[src/rtl/aes_pkg.sv]
// aes_pkg: shared block sizes and feeder FSM state type for the AES datapath
package aes_pkg;
    localparam int AES_BLOCK_BITS  = 128;
    localparam int AES_BLOCK_BYTES = 16;
    typedef enum logic [1:0] {IDLE, CRST, SEND, WAIT_RES} feeder_state_t;
endpackage

[src/rtl/aes_pend_slot.sv]
// aes_pend_slot: one-entry valid/ready holding register; a push and a pop in the same cycle
// replace the entry, and ready is registered so it is low while rst is held
module aes_pend_slot #(
    parameter int W = 256
) (
    input  logic         clk,
    input  logic         rst,
    input  logic         in_valid,
    output logic         in_ready,
    input  logic [W-1:0] in_data,
    output logic         out_valid,
    output logic [W-1:0] out_data,
    input  logic         pop
);
    logic push, valid_n;
    assign push    = in_valid && in_ready;
    assign valid_n = push || (out_valid && !pop);
    always_ff @(posedge clk) begin
        if (rst) begin
            out_valid <= 1'b0;
            in_ready  <= 1'b0;
        end else begin
            out_valid <= valid_n;
            in_ready  <= !valid_n;
        end
        if (push) out_data <= in_data;
    end
endmodule

[src/rtl/aes_block_feeder.sv]
// aes_block_feeder: buffers one key/plaintext block and sequences the AES core through
// reset, a 16-byte MSB-first send and the wait for its result
module aes_block_feeder
    import aes_pkg::*;
#(
    parameter int WAIT_MAX = 4096,
    parameter int CNT_W    = 16
) (
    input  logic                      clk,
    input  logic                      rst,
    input  logic                      in_valid,
    output logic                      in_ready,
    input  logic [AES_BLOCK_BITS-1:0] in_key,
    input  logic [AES_BLOCK_BITS-1:0] in_data,
    output logic                      core_rst,
    output logic                      enable,
    output logic [7:0]                key_byte,
    output logic [7:0]                state_byte,
    input  logic                      core_ready,
    output logic                      busy,
    output logic                      timeout_err,
    output logic [CNT_W-1:0]          blocks_sent
);
    localparam int WT_W = $clog2(WAIT_MAX + 1);
    feeder_state_t state, state_n;
    logic [AES_BLOCK_BITS-1:0] key_sh, data_sh, key_sh_n, data_sh_n;
    logic [2*AES_BLOCK_BITS-1:0] pend_data;
    logic [3:0] byte_cnt, byte_cnt_n;
    logic [WT_W-1:0] wait_cnt, wait_cnt_n;
    logic pend_valid, pop, ready_q, complete, tmo, done;

    aes_pend_slot #(.W(2 * AES_BLOCK_BITS)) u_slot (
        .clk       (clk),
        .rst       (rst),
        .in_valid  (in_valid),
        .in_ready  (in_ready),
        .in_data   ({in_key, in_data}),
        .out_valid (pend_valid),
        .out_data  (pend_data),
        .pop       (pop)
    );

    // completion is a falling edge of core_ready; timeout yields to a same-cycle completion
    assign complete = state == WAIT_RES && ready_q && !core_ready;
    assign tmo      = state == WAIT_RES && !complete && wait_cnt >= WT_W'(WAIT_MAX - 1);
    assign done     = complete || tmo;
    assign pop      = pend_valid && (state == IDLE || done);

    always_comb begin
        state_n    = state;
        key_sh_n   = key_sh;
        data_sh_n  = data_sh;
        byte_cnt_n = byte_cnt;
        wait_cnt_n = '0;
        if (pop) {key_sh_n, data_sh_n} = pend_data;
        case (state)
            IDLE:     state_n = pend_valid ? CRST : IDLE;
            CRST: begin
                state_n    = SEND;
                byte_cnt_n = '0;
            end
            SEND: begin
                byte_cnt_n = byte_cnt + 4'd1;
                key_sh_n   = key_sh << 8;
                data_sh_n  = data_sh << 8;
                state_n    = byte_cnt == 4'(AES_BLOCK_BYTES - 1) ? WAIT_RES : SEND;
            end
            WAIT_RES: begin
                wait_cnt_n = wait_cnt == WT_W'(WAIT_MAX) ? wait_cnt : wait_cnt + 1'b1;
                state_n    = !done ? WAIT_RES : pend_valid ? CRST : IDLE;
            end
        endcase
    end

    // outputs are registered from next-state values so they line up with the state they describe
    always_ff @(posedge clk) begin
        if (rst) begin
            state       <= IDLE;
            core_rst    <= 1'b0;
            enable      <= 1'b0;
            key_byte    <= '0;
            state_byte  <= '0;
            busy        <= 1'b0;
            timeout_err <= 1'b0;
            blocks_sent <= '0;
            ready_q     <= 1'b0;
            byte_cnt    <= '0;
            wait_cnt    <= '0;
        end else begin
            state       <= state_n;
            core_rst    <= state_n == CRST;
            enable      <= state_n == SEND;
            key_byte    <= state_n == SEND ? key_sh_n[AES_BLOCK_BITS-1 -: 8] : 8'h00;
            state_byte  <= state_n == SEND ? data_sh_n[AES_BLOCK_BITS-1 -: 8] : 8'h00;
            busy        <= state_n != IDLE;
            timeout_err <= timeout_err || tmo;
            blocks_sent <= blocks_sent + CNT_W'(complete);
            ready_q     <= core_ready;
            byte_cnt    <= byte_cnt_n;
            wait_cnt    <= wait_cnt_n;
        end
        key_sh  <= key_sh_n;
        data_sh <= data_sh_n;
    end
endmodule
[config.mk]
export PLATFORM = sky130hd
export DESIGN_NAME = aes_block_feeder
export DESIGN_NICKNAME = d
export VERILOG_FILES = /design/src/rtl/aes_pkg.sv /design/src/rtl/aes_pend_slot.sv /design/src/rtl/aes_block_feeder.sv
export SDC_FILE = /design/constraint.sdc
export NUM_CORES = 1
export LEC_CHECK = 0
export ABC_CLOCK_PERIOD_IN_PS = 10200
export CORE_AREA = 4 4 187 225
export DETAILED_ROUTE_END_ITERATION = 10
export DIE_AREA = 0 0 191 229
export PLACE_DENSITY = 0.77
export SYNTH_ARGS = -nofsm -noshare
export SYNTH_HDL_FRONTEND = slang
export SYNTH_HIERARCHICAL = 1
export SYNTH_SLANG_ARGS = --single-unit
[constraint.sdc]
create_clock -name clk -period 10.2 [get_ports clk]
set_input_delay 1.53 -clock clk [delete_from_list [all_inputs] [get_ports clk]]
set_output_delay 1.53 -clock clk [all_outputs]
set_load 0.1 [all_outputs]
==> summary.md, run 1 <==
- pwr/cell area: 198 mW/mm²
- highest cell delay on the worst timing path: 0.82 ns
- met2 track utilization from global routing: 34.5%
- Peak Freq: 225 MHz
- number of placed I/O pins: 297
- asr flop ratio synth: 0%
- hold crit path type: flip-flop to flip-flop
- number of global-route vias before repair: 12.9k
- total of fill cells in the finished design: 2,777
- largest family of logic cells by synthesized area: simple AND/OR/NAND/NOR gates
- EDFF count, synth: 480
- RSZ-0062 raised after global routing: false
- most common cell after layout, fill and taps aside: sky130_fd_sc_hd__nand2_1
- global-route met1 utilization: 24.4%
- most frequent cell on the critical path: sky130_fd_sc_hd__buf_4
- row count: 80
- deepest level of the CTS H-tree: 2
- clock root buffer: sky130_fd_sc_hd__clkbuf_16
- transition time at the pin with the least slew margin: 1.13 ns
- total count of max-transition violations in the final report: 0
- number of nets in the synthesized netlist: 1,911
- clock transition at the registers of the reported paths: 0.06 ns
- synthesized area per cell: 12.9 µm²
- largest net degree at the start of global routing: 303
- placed wire-length estimate after detailed placement: 27,800 µm
- sum of routed wire length over all layers: 44,000 µm
- Compound-Gate Fraction of Synth Area: 8.03%
- Syn-to-layout area delta: 24.3%
- area share of xor/xnor cells in the synthesized design: 0.907%
- core occupancy in the finished layout: 66.4%
- synthesized flop and latch total: 570
- tightest hold margin: 0.465 ns
- area of the core: 0.0397 mm²
- port buffer count: 296
- part of the Yosys area used for sequential elements: 76.3%
- Crit path arrival time: 4.84 ns
- clock skew: 0.0172 ns
- CP max FO: 157
- Post-Syn Area: 0.0212 mm²
- Remaining DRCs: 0
- via-per-instance ratio: 5.22
- die area: 0.0437 mm²
- Critical Path, Cell by Cell: clkdlybuf4s50_1, nor2b_1, or3_1, o21ai_4, buf_4, inv_8, buf_4, nand2_1, o21ai_0
- x dimension of the die: 191 µm
- fin crit period: 4.45 ns
- total design power: 0.00524 W
- TritonCTS clock tree: built
- slowest CP cell: sky130_fd_sc_hd__buf_4
- starting density of the core: 53.5%
- category of the most critical setup path: input pin to flip-flop
- Post-Synth Adder-Cell Area: 0.530%
- remaining global-route overflow: 0
- type of origin of the critical path: input pin
- Post-Synthesis Cells: 1,642
- global placement routability congestion: 0.791
- register cell area after layout: 0.0162 mm²
- clk sink count: 570
- clock buffer depth: 3
- number of endpoints with negative hold slack in the final report: 0
- total routing resource utilization after global routing: 19.7%
- number of nets at the end of the flow: 2,176
- number of design-rule violations left by the first detailed-router iteration: 1,103
- Synth cell types: 47
- Worst EP required: 10.59 ns
- Yosys Warn Count: 6
- ratio of cells with drive above 1 in the final layout: 5.74%
- worst slew margin relative to its limit: 24.7%
- result of the run: complete, no violations
- chip height: 229 µm
- layer with the highest usage: met2
- final setup vio count: 0
- share of the clock period used by the worst path: 43.6%
- WP buf/inv: 4
- multiplexer area fraction after synthesis: 0.0530%
- most instantiated flip-flop cell in the synthesis netlist: sky130_fd_sc_hd__edfxtp_1
- clock buffers created by TritonCTS: 53
- wire length of the first global-routing pass: 67,400 µm
- area share of and/or/nand/nor cells after synthesis: 11.6%
- highest-count cells in the layout ignoring fill and taps: sky130_fd_sc_hd__nand2_1 (491), sky130_fd_sc_hd__edfxtp_1 (480), sky130_fd_sc_hd__clkdlybuf4s50_1 (296)
- Multi-input gate area: 0.00453 mm²
- post-cts sizing count: 0
- gate family responsible for the most delay along the worst path: buffers and inverters
- critical path capture point type: flip-flop
- later-pin clock latency in the skew report: 0.60 ns
- initial antenna violation count: 5
- first drt pass iteration count: 5
- Static Leakage: 8.72 nW
- number of max-cap violations: 0
- number of routed nets with antenna violations: 0
- routed wirelength normalized by instance count: 17.7 µm
- GRT met3 Usage: 3.09%
- Setup Fix Bufs, Post-CTS: 0
- total of hold buffers inserted after clock tree synthesis: 0
- post-route setup TNS: 0 ns
- maximum VDD drop: 0.152 mV
- routed via count: 13.0k
[logic make-up after synthesis]
| group | count (synthesis) |
|---|---|
| AND/OR/NAND/NOR | 603 |
| flip-flops | 570 |
| AO/OA/AOI/OAI | 309 |
| buffers and inverters | 128 |
| XOR/XNOR | 22 |
| adder cells (fa/ha/maj) | 9 |
| multiplexers | 1 |
[area by class of cell]
type,count,share of cell area (%)
antenna,4,0.0379
clock inverter,23,1.13
timing repair buffer,307,11.6
inverter,31,0.498
tap,533,2.53
multi-input combinational,944,17.2
sequential,570,61.4
clock buffer,77,5.64
[routing by layer]
layer,vias up,routed length (µm)
li1,6329,-
met1,6137,17300
met2,439,22900
met3,81,2530
met4,0,1360
met5,-,0
[flip-flops by register name (all words and copies together) (netlist names), 2 cells and up]
register,flops
key_sh,128
state_byte,8
key_byte,8
byte_cnt,4
data_sh,128
state,2
wait_cnt,13
u_slot/out_data,256
blocks_sent,16
[worst reg2reg max path: cells and delay by family, from the launching register on]
kind / cells / cell delay [ns]
compound gates: 3 / 0.51
fa+ha+maj: 1 / 0.31
buf+inv: 3 / 1.87
flops: 1 / 0.46
simple gates: 2 / 0.66
[synth_stat cells (2+ instances only)]
cell	number	area, µm²
sky130_fd_sc_hd__nand2_1	492	1850
sky130_fd_sc_hd__edfxtp_1	480	14400
sky130_fd_sc_hd__o21ai_0	208	1040
sky130_fd_sc_hd__dfxtp_1	90	1800
sky130_fd_sc_hd__clkbuf_1	72	270
sky130_fd_sc_hd__a21oi_1	43	215
sky130_fd_sc_hd__nor2_1	34	128
sky130_fd_sc_hd__inv_1	29	109
sky130_fd_sc_hd__o21ai_1	23	115
sky130_fd_sc_hd__buf_2	22	110
sky130_fd_sc_hd__and3_1	18	113
sky130_fd_sc_hd__a221oi_1	16	140
sky130_fd_sc_hd__nand3_1	15	75.1
sky130_fd_sc_hd__xor2_1	12	105
sky130_fd_sc_hd__xnor2_1	10	87.6
sky130_fd_sc_hd__a211oi_2	9	113
sky130_fd_sc_hd__ha_1	9	113
sky130_fd_sc_hd__a211oi_1	7	52.6
sky130_fd_sc_hd__nand4_1	5	31.3
sky130_fd_sc_hd__nor2b_1	5	31.3
sky130_fd_sc_hd__nand2b_1	4	25.0
sky130_fd_sc_hd__nor3_1	4	20.0
sky130_fd_sc_hd__or3_1	4	25.0
sky130_fd_sc_hd__nor4_1	3	18.8
sky130_fd_sc_hd__and2_1	2	12.5
sky130_fd_sc_hd__and4_1	2	17.5
sky130_fd_sc_hd__inv_2	2	7.51
sky130_fd_sc_hd__nor4b_1	2	17.5
sky130_fd_sc_hd__or2_2	2	12.5
[stage by stage]
stage          cell area [µm²]  setup slack, ns  cells
6_report                 26400             5.75   2489
5_1_grt                  26400             5.60   2489
4_1_cts                  26400             5.86   2485
3_5_place_dp             24600             5.28   2385
3_3_place_gp             24600             5.44   2385
2_1_floorplan            21200             2.03   1642
[power by group]
group,switching [W],internal (W)
Clock,0.000837,0.00117
Sequential,0.0000578,0.00274
Combinational,0.000257,0.000167
Total,0.00115,0.00408
[final timing paths]
kind | endpoint | slack [ns] | depth (start not counted) | from
worst min register to register | key_sh[3] | 0.46 | 2 | key_sh[3]
worst max-delay path | key_sh[67] | 5.75 | 9 | core_ready
worst max register to register | key_sh[67] | 6.20 | 9 | wait_cnt[0]
worst min-delay path | key_sh[3] | 0.46 | 2 | key_sh[3]
Note: power is estimated with default switching activity, not from simulation.
==> inputs of run 2 (changes only) <==
--- a/config.mk
+++ b/config.mk
@@ -5,11 +5,11 @@
 export SDC_FILE = /design/constraint.sdc
 export NUM_CORES = 1
 export LEC_CHECK = 0
-export ABC_CLOCK_PERIOD_IN_PS = 10200
-export CORE_AREA = 4 4 187 225
+export ABC_CLOCK_PERIOD_IN_PS = 3800
+export CORE_AREA = 4 4 196 236
 export DETAILED_ROUTE_END_ITERATION = 10
-export DIE_AREA = 0 0 191 229
-export PLACE_DENSITY = 0.77
+export DIE_AREA = 0 0 200 240
+export PLACE_DENSITY = 0.74
 export SYNTH_ARGS = -nofsm -noshare
 export SYNTH_HDL_FRONTEND = slang
 export SYNTH_HIERARCHICAL = 1
==> constraint.sdc (replaced) <==
create_clock -name clk -period 3.8 [get_ports clk]
set_input_delay 0.57 -clock clk [delete_from_list [all_inputs] [get_ports clk]]
set_output_delay 0.57 -clock clk [all_outputs]
set_load 0.1 [all_outputs]
==> run 2 against run 1 <==
  * Register-to-register slack got worse by 5.4 ns
  * Setup slack got worse by 4.9 ns
  * Sequential share of layout area fell by 0.49 points
==> summary.md, run 2 (synthesis results as in run 1) <==
- maximum VDD drop: 0.537 mV
- fin crit period: 2.99 ns
- Crit path arrival time: 3.42 ns
- remaining global-route overflow: 0
- clock transition at the registers of the reported paths: 0.06 ns
- deepest level of the CTS H-tree: 2
- number of routed nets with antenna violations: 0
- largest net degree at the start of global routing: 233
- area of the core: 0.0438 mm²
- worst slew margin relative to its limit: 33.2%
- Setup Fix Bufs, Post-CTS: 0
- setup slack of the most critical reg-to-reg path: 0.81 ns
- critical path capture point type: flip-flop
- number of design-rule violations left by the first detailed-router iteration: 987
- Worst EP required: 4.22 ns
- Worst Reg-to-Reg Cells: 8
- category of the most critical setup path: flip-flop to flip-flop
- number of placed I/O pins: 297
- total of fill cells in the finished design: 3,235
- clock buffers created by TritonCTS: 53
- share of the clock period used by the worst path: 78.8%
- most common cell after layout, fill and taps aside: sky130_fd_sc_hd__nand2_1
- post-route setup TNS: 0 ns
- critical hold path startpoint: key_sh[4]
- core occupancy in the finished layout: 60.7%
- Worst Hold Path Cells: 2
- clk sink count: 570
- placed wire-length estimate after detailed placement: 28,800 µm
- global placement routability congestion: 0.806
- hold crit path type: flip-flop to flip-flop
- Most flops, register: u_slot/out_data
- result of the run: complete, no violations
- max FFs per register: 256
- number of endpoints with negative hold slack in the final report: 0
- final setup vio count: 0
- routed via count: 13.0k
- TritonCTS clock tree: built
- reg2reg end: key_sh[74]
- CP max FO: 131
- number of max-cap violations: 0
- routed wirelength normalized by instance count: 17.7 µm
- x dimension of the die: 200 µm
- first drt pass iteration count: 5
- registers with the most flip-flops: u_slot/out_data x256, data_sh x128, key_sh x128
- highest-count cells in the layout ignoring fill and taps: sky130_fd_sc_hd__nand2_1 (491), sky130_fd_sc_hd__edfxtp_1 (480), sky130_fd_sc_hd__clkdlybuf4s50_1 (296)
- startpoint of the worst-slack reg-to-reg timing path: wait_cnt[0]
- type of origin of the critical path: flip-flop
- row count: 84
- Remaining DRCs: 0
- post-cts sizing count: 0
- pwr/cell area: 529 mW/mm²
- ratio of cells with drive above 1 in the final layout: 6.53%
- total of hold buffers inserted after clock tree synthesis: 0
- total count of max-transition violations in the final report: 0
- Peak Freq: 334 MHz
- Syn-to-layout area delta: 25.3%
- port buffer count: 296
- Hold Crit Endpoint: key_sh[4]
- clock buffer depth: 3
- sum of routed wire length over all layers: 44,700 µm
- wire length of the first global-routing pass: 68,100 µm
- total design power: 0.0141 W
- starting density of the core: 48.5%
- clock skew: 0.0215 ns
- die area: 0.0480 mm²
- via-per-instance ratio: 5.13
- number of global-route vias before repair: 13.0k
- chip height: 240 µm
- clock root buffer: sky130_fd_sc_hd__clkbuf_16
- RSZ-0062 raised after global routing: false
- Static Leakage: 8.81 nW
- later-pin clock latency in the skew report: 0.60 ns
- transition time at the pin with the least slew margin: 0.998 ns
- initial antenna violation count: 8
- total routing resource utilization after global routing: 18.1%
- number of nets at the end of the flow: 2,184
-- run 2: cell count changes in the layout (fill, tap and decap cells not counted), sizes merged --
cell	before	now
buf	11	19
clkbuf	77	67
clkinv	13	24
clkinvlp	1	3
diode	4	7
inv	34	31
-- run 2: worst max-delay path by stage --
stage / start / to / slack (ns) / cells past startpoint
after floorplan: state[1] / data_sh[100] / 0.05 / 9
after global placement: core_ready / key_sh[55] / 0.85 / 8
after detailed placement: core_ready / key_sh[74] / 0.75 / 8
after CTS: wait_cnt[0] / key_sh[74] / 0.82 / 8
after global routing: wait_cnt[0] / key_sh[91] / 0.55 / 8
final: wait_cnt[0] / key_sh[74] / 0.81 / 8
-- run 2: cell type report --
type,instances,area (µm²),share of cell area [%]
Clock inverter,33,339,1.27
Tap cell,559,699,2.63
Clock buffer,67,1460,5.49
Antenna cell,7,17.5,0.0658
Timing Repair Buffer,315,3210,12.0
Multi-Input combinational cell,944,4540,17.0
Sequential cell,570,16200,60.9
Inverter,31,136,0.513
-- run 2: metal layers --
metal / GRT usage, % / routed length, µm / up-vias
met3: 3.66 / 2470 / 87
met4: 7.43 / 1630 / 2
met1: 21.8 / 17100 / 6125
li1: - / - / 6357
met2: 31.8 / 23500 / 379
met5: 0 / 10 / -
-- run 2: critical path: stages (launching register included) --
cell and delay, ns:
sky130_fd_sc_hd__dfxtp_1 0.47, sky130_fd_sc_hd__ha_1 0.30, sky130_fd_sc_hd__a21oi_1 0.09, sky130_fd_sc_hd__nor4_1 0.45, sky130_fd_sc_hd__o21ai_4 0.20, sky130_fd_sc_hd__inv_8 0.49
sky130_fd_sc_hd__buf_4 0.41, sky130_fd_sc_hd__nand2_1 0.10, sky130_fd_sc_hd__o21ai_0 0.20
-- run 2: where the power goes --
part / switching [W] / total (W) / internal (W)
sequential: 0.000150 / 0.00751 / 0.00736
clock: 0.00226 / 0.00540 / 0.00314
combinational: 0.000697 / 0.00117 / 0.000477
total: 0.00311 / 0.0141 / 0.0110
-- run 2: per-stage QoR --
| stage | cells | hold slack [ns] | setup WS [ns] | instance area, µm² |
|---|---|---|---|---|
| after CTS | 2519 | 0.460 | 0.817 | 26600 |
| after floorplan | 1642 | 0.437 | 0.0515 | 21300 |
| after detailed placement | 2419 | 0.451 | 0.747 | 24800 |
| final | 2526 | 0.462 | 0.806 | 26600 |
| after global routing | 2526 | 0.485 | 0.550 | 26600 |
| after global placement | 2419 | 0.444 | 0.850 | 24800 |
==> inputs of run 3 (changes only) <==
--- a/config.mk
+++ b/config.mk
@@ -5,11 +5,11 @@
 export SDC_FILE = /design/constraint.sdc
 export NUM_CORES = 1
 export LEC_CHECK = 0
-export ABC_CLOCK_PERIOD_IN_PS = 3800
-export CORE_AREA = 4 4 196 236
+export ABC_CLOCK_PERIOD_IN_PS = 2800
+export CORE_AREA = 4 4 187 225
 export DETAILED_ROUTE_END_ITERATION = 10
-export DIE_AREA = 0 0 200 240
-export PLACE_DENSITY = 0.74
+export DIE_AREA = 0 0 191 229
+export PLACE_DENSITY = 0.77
 export SYNTH_ARGS = -nofsm -noshare
 export SYNTH_HDL_FRONTEND = slang
 export SYNTH_HIERARCHICAL = 1
==> constraint.sdc (replaced) <==
create_clock -name clk -period 2.8 [get_ports clk]
set_input_delay 0.42 -clock clk [delete_from_list [all_inputs] [get_ports clk]]
set_output_delay 0.42 -clock clk [all_outputs]
set_load 0.1 [all_outputs]
==> run 3 against run 2 <==
  * Die area fell by 8.9%
  * Sequential power rose by 36%
  * Non-clock buffer count rose by 18
  * Critical endpoint is now key_sh[32]
  * Core utilization rose by 6.5 points
  * Highest routed layer unchanged
  * Sequential share of layout area fell by 0.20 points
==> summary.md, run 3 (synthesis results as in run 1) <==
- most common cell after layout, fill and taps aside: sky130_fd_sc_hd__nand2_1
- fin crit period: 2.64 ns
- placed wire-length estimate after detailed placement: 29,900 µm
- max FFs per register: 256
- startpoint of the worst-slack reg-to-reg timing path: wait_cnt[0]
- registers with the most flip-flops: u_slot/out_data x256, data_sh x128, key_sh x128
- Hold Crit Endpoint: u_slot/out_data[39]
- category of the most critical setup path: flip-flop to flip-flop
- wire length of the first global-routing pass: 69,100 µm
- remaining global-route overflow: 0
- critical path capture point type: flip-flop
- hold crit path type: input pin to flip-flop
- RSZ-0062 raised after global routing: false
- routed wirelength normalized by instance count: 18.0 µm
- reg2reg end: key_sh[32]
- total of hold buffers inserted after clock tree synthesis: 0
- total count of max-transition violations in the final report: 0
- Worst Hold Path Cells: 1
- routed via count: 13.2k
- later-pin clock latency in the skew report: 0.58 ns
- sum of routed wire length over all layers: 45,300 µm
- area of the core: 0.0397 mm²
- clk sink count: 570
- final setup vio count: 0
- number of endpoints with negative hold slack in the final report: 0
- number of placed I/O pins: 297
- post-route setup TNS: 0 ns
- die area: 0.0437 mm²
- share of the clock period used by the worst path: 94.2%
- Worst EP required: 3.17 ns
- clock transition at the registers of the reported paths: 0.06 ns
- global placement routability congestion: 0.793
- TritonCTS clock tree: built
- deepest level of the CTS H-tree: 2
- post-cts sizing count: 0
- total routing resource utilization after global routing: 20.0%
- number of routed nets with antenna violations: 0
- first drt pass iteration count: 5
- clock buffer depth: 3
- type of origin of the critical path: flip-flop
- Peak Freq: 379 MHz
- highest-count cells in the layout ignoring fill and taps: sky130_fd_sc_hd__nand2_1 (491), sky130_fd_sc_hd__edfxtp_1 (480), sky130_fd_sc_hd__clkdlybuf4s50_1 (259)
- via-per-instance ratio: 5.26
- number of max-cap violations: 0
- maximum VDD drop: 0.585 mV
- initial antenna violation count: 6
- transition time at the pin with the least slew margin: 0.891 ns
- number of global-route vias before repair: 13.2k
- Remaining DRCs: 0
- port buffer count: 296
- row count: 80
- chip height: 229 µm
- x dimension of the die: 191 µm
- Most flops, register: u_slot/out_data
- Crit path arrival time: 3.00 ns
- clock skew: 0.0245 ns
- Setup Fix Bufs, Post-CTS: 0
- result of the run: complete, no violations
- clock buffers created by TritonCTS: 52
- placed cell areas: 0.0249 mm²
- worst slew margin relative to its limit: 40.6%
- clock root buffer: sky130_fd_sc_hd__clkbuf_16
- Syn-to-layout area delta: 25.7%
- final cell area excluding filler cells: 0.0267 mm²
- ratio of cells with drive above 1 in the final layout: 9.21%
- tightest hold margin: 0.394 ns
- largest net degree at the start of global routing: 218
- critical hold path startpoint: in_data[39]
- Static Leakage: 8.99 nW
- Worst Reg-to-Reg Cells: 9
- starting density of the core: 53.5%
- number of design-rule violations left by the first detailed-router iteration: 914
- setup slack of the most critical reg-to-reg path: 0.16 ns
- pwr/cell area: 717 mW/mm²
- number of nets at the end of the flow: 2,201
- CP max FO: 66
## run 3: metal layers
metal | track usage [%] | part of all wire, % | up-vias | routed length [µm]
li1 | - | - | 6382 | -
met1 | 24.1 | 38 | 6329 | 17300
met2 | 35.5 | 52 | 426 | 23800
met3 | 3.67 | 5.9 | 84 | 2680
met4 | 8.24 | 3.5 | 2 | 1570
met5 | 0 | 0.015 | - | 7
## run 3: power by group
group          leakage [nW]  internal (W)  switching [W]
Sequential             5.25       0.00998       0.000207
Combinational          2.87      0.000693       0.000971
Clock                 0.875       0.00430        0.00299
Total                  8.99        0.0150        0.00416
## run 3: worst max-delay path, stage by stage, from the launching register on
cell                      delay, ns
sky130_fd_sc_hd__dfxtp_1       0.44
sky130_fd_sc_hd__ha_1          0.29
sky130_fd_sc_hd__a21oi_1       0.10
sky130_fd_sc_hd__nor4_2        0.32
sky130_fd_sc_hd__o21ai_4       0.11
sky130_fd_sc_hd__buf_12        0.15
sky130_fd_sc_hd__inv_8         0.27
sky130_fd_sc_hd__buf_12        0.24
sky130_fd_sc_hd__nand2_1       0.08
sky130_fd_sc_hd__o21ai_0       0.28
## run 3: per-stage QoR
stage | cells | setup WS (ns) | util (%) | total power [W]
after floorplan | 1642 | 0.00229 | - | 0.0112
after global placement | 2411 | 0.171 | 62.7 | 0.0119
after detailed placement | 2411 | 0.134 | 62.7 | 0.0120
after CTS | 2509 | 0.137 | 67.2 | 0.0193
after global routing | 2514 | 0.0538 | 67.2 | 0.0199
final | 2514 | 0.162 | 67.2 | 0.0191
## run 3: final cells by class
| cell class | instances | area [µm²] |
|---|---|---|
| sequential | 570 | 16200 |
| fill | 2730 | 13000 |
| multi-input combinational | 944 | 4540 |
| timing repair buffer | 333 | 3350 |
| clock buffer | 72 | 1460 |
| tap | 533 | 667 |
| clock inverter | 26 | 319 |
| inverter | 31 | 136 |
| antenna | 5 | 12.5 |
## run 3: worst max path at each step
| stage | start | to | slack [ns] | cells after the start |
|---|---|---|---|---|
| global route | wait_cnt[0] | data_sh[18] | 0.05 | 9 |
| floorplan | u_slot/in_ready | u_slot/out_data[0] | 0.002 | 2 |
| global placement | core_ready | data_sh[15] | 0.17 | 9 |
| CTS | wait_cnt[0] | data_sh[18] | 0.14 | 9 |
| finish | wait_cnt[0] | key_sh[32] | 0.16 | 9 |
| detailed placement | core_ready | key_sh[93] | 0.13 | 9 |
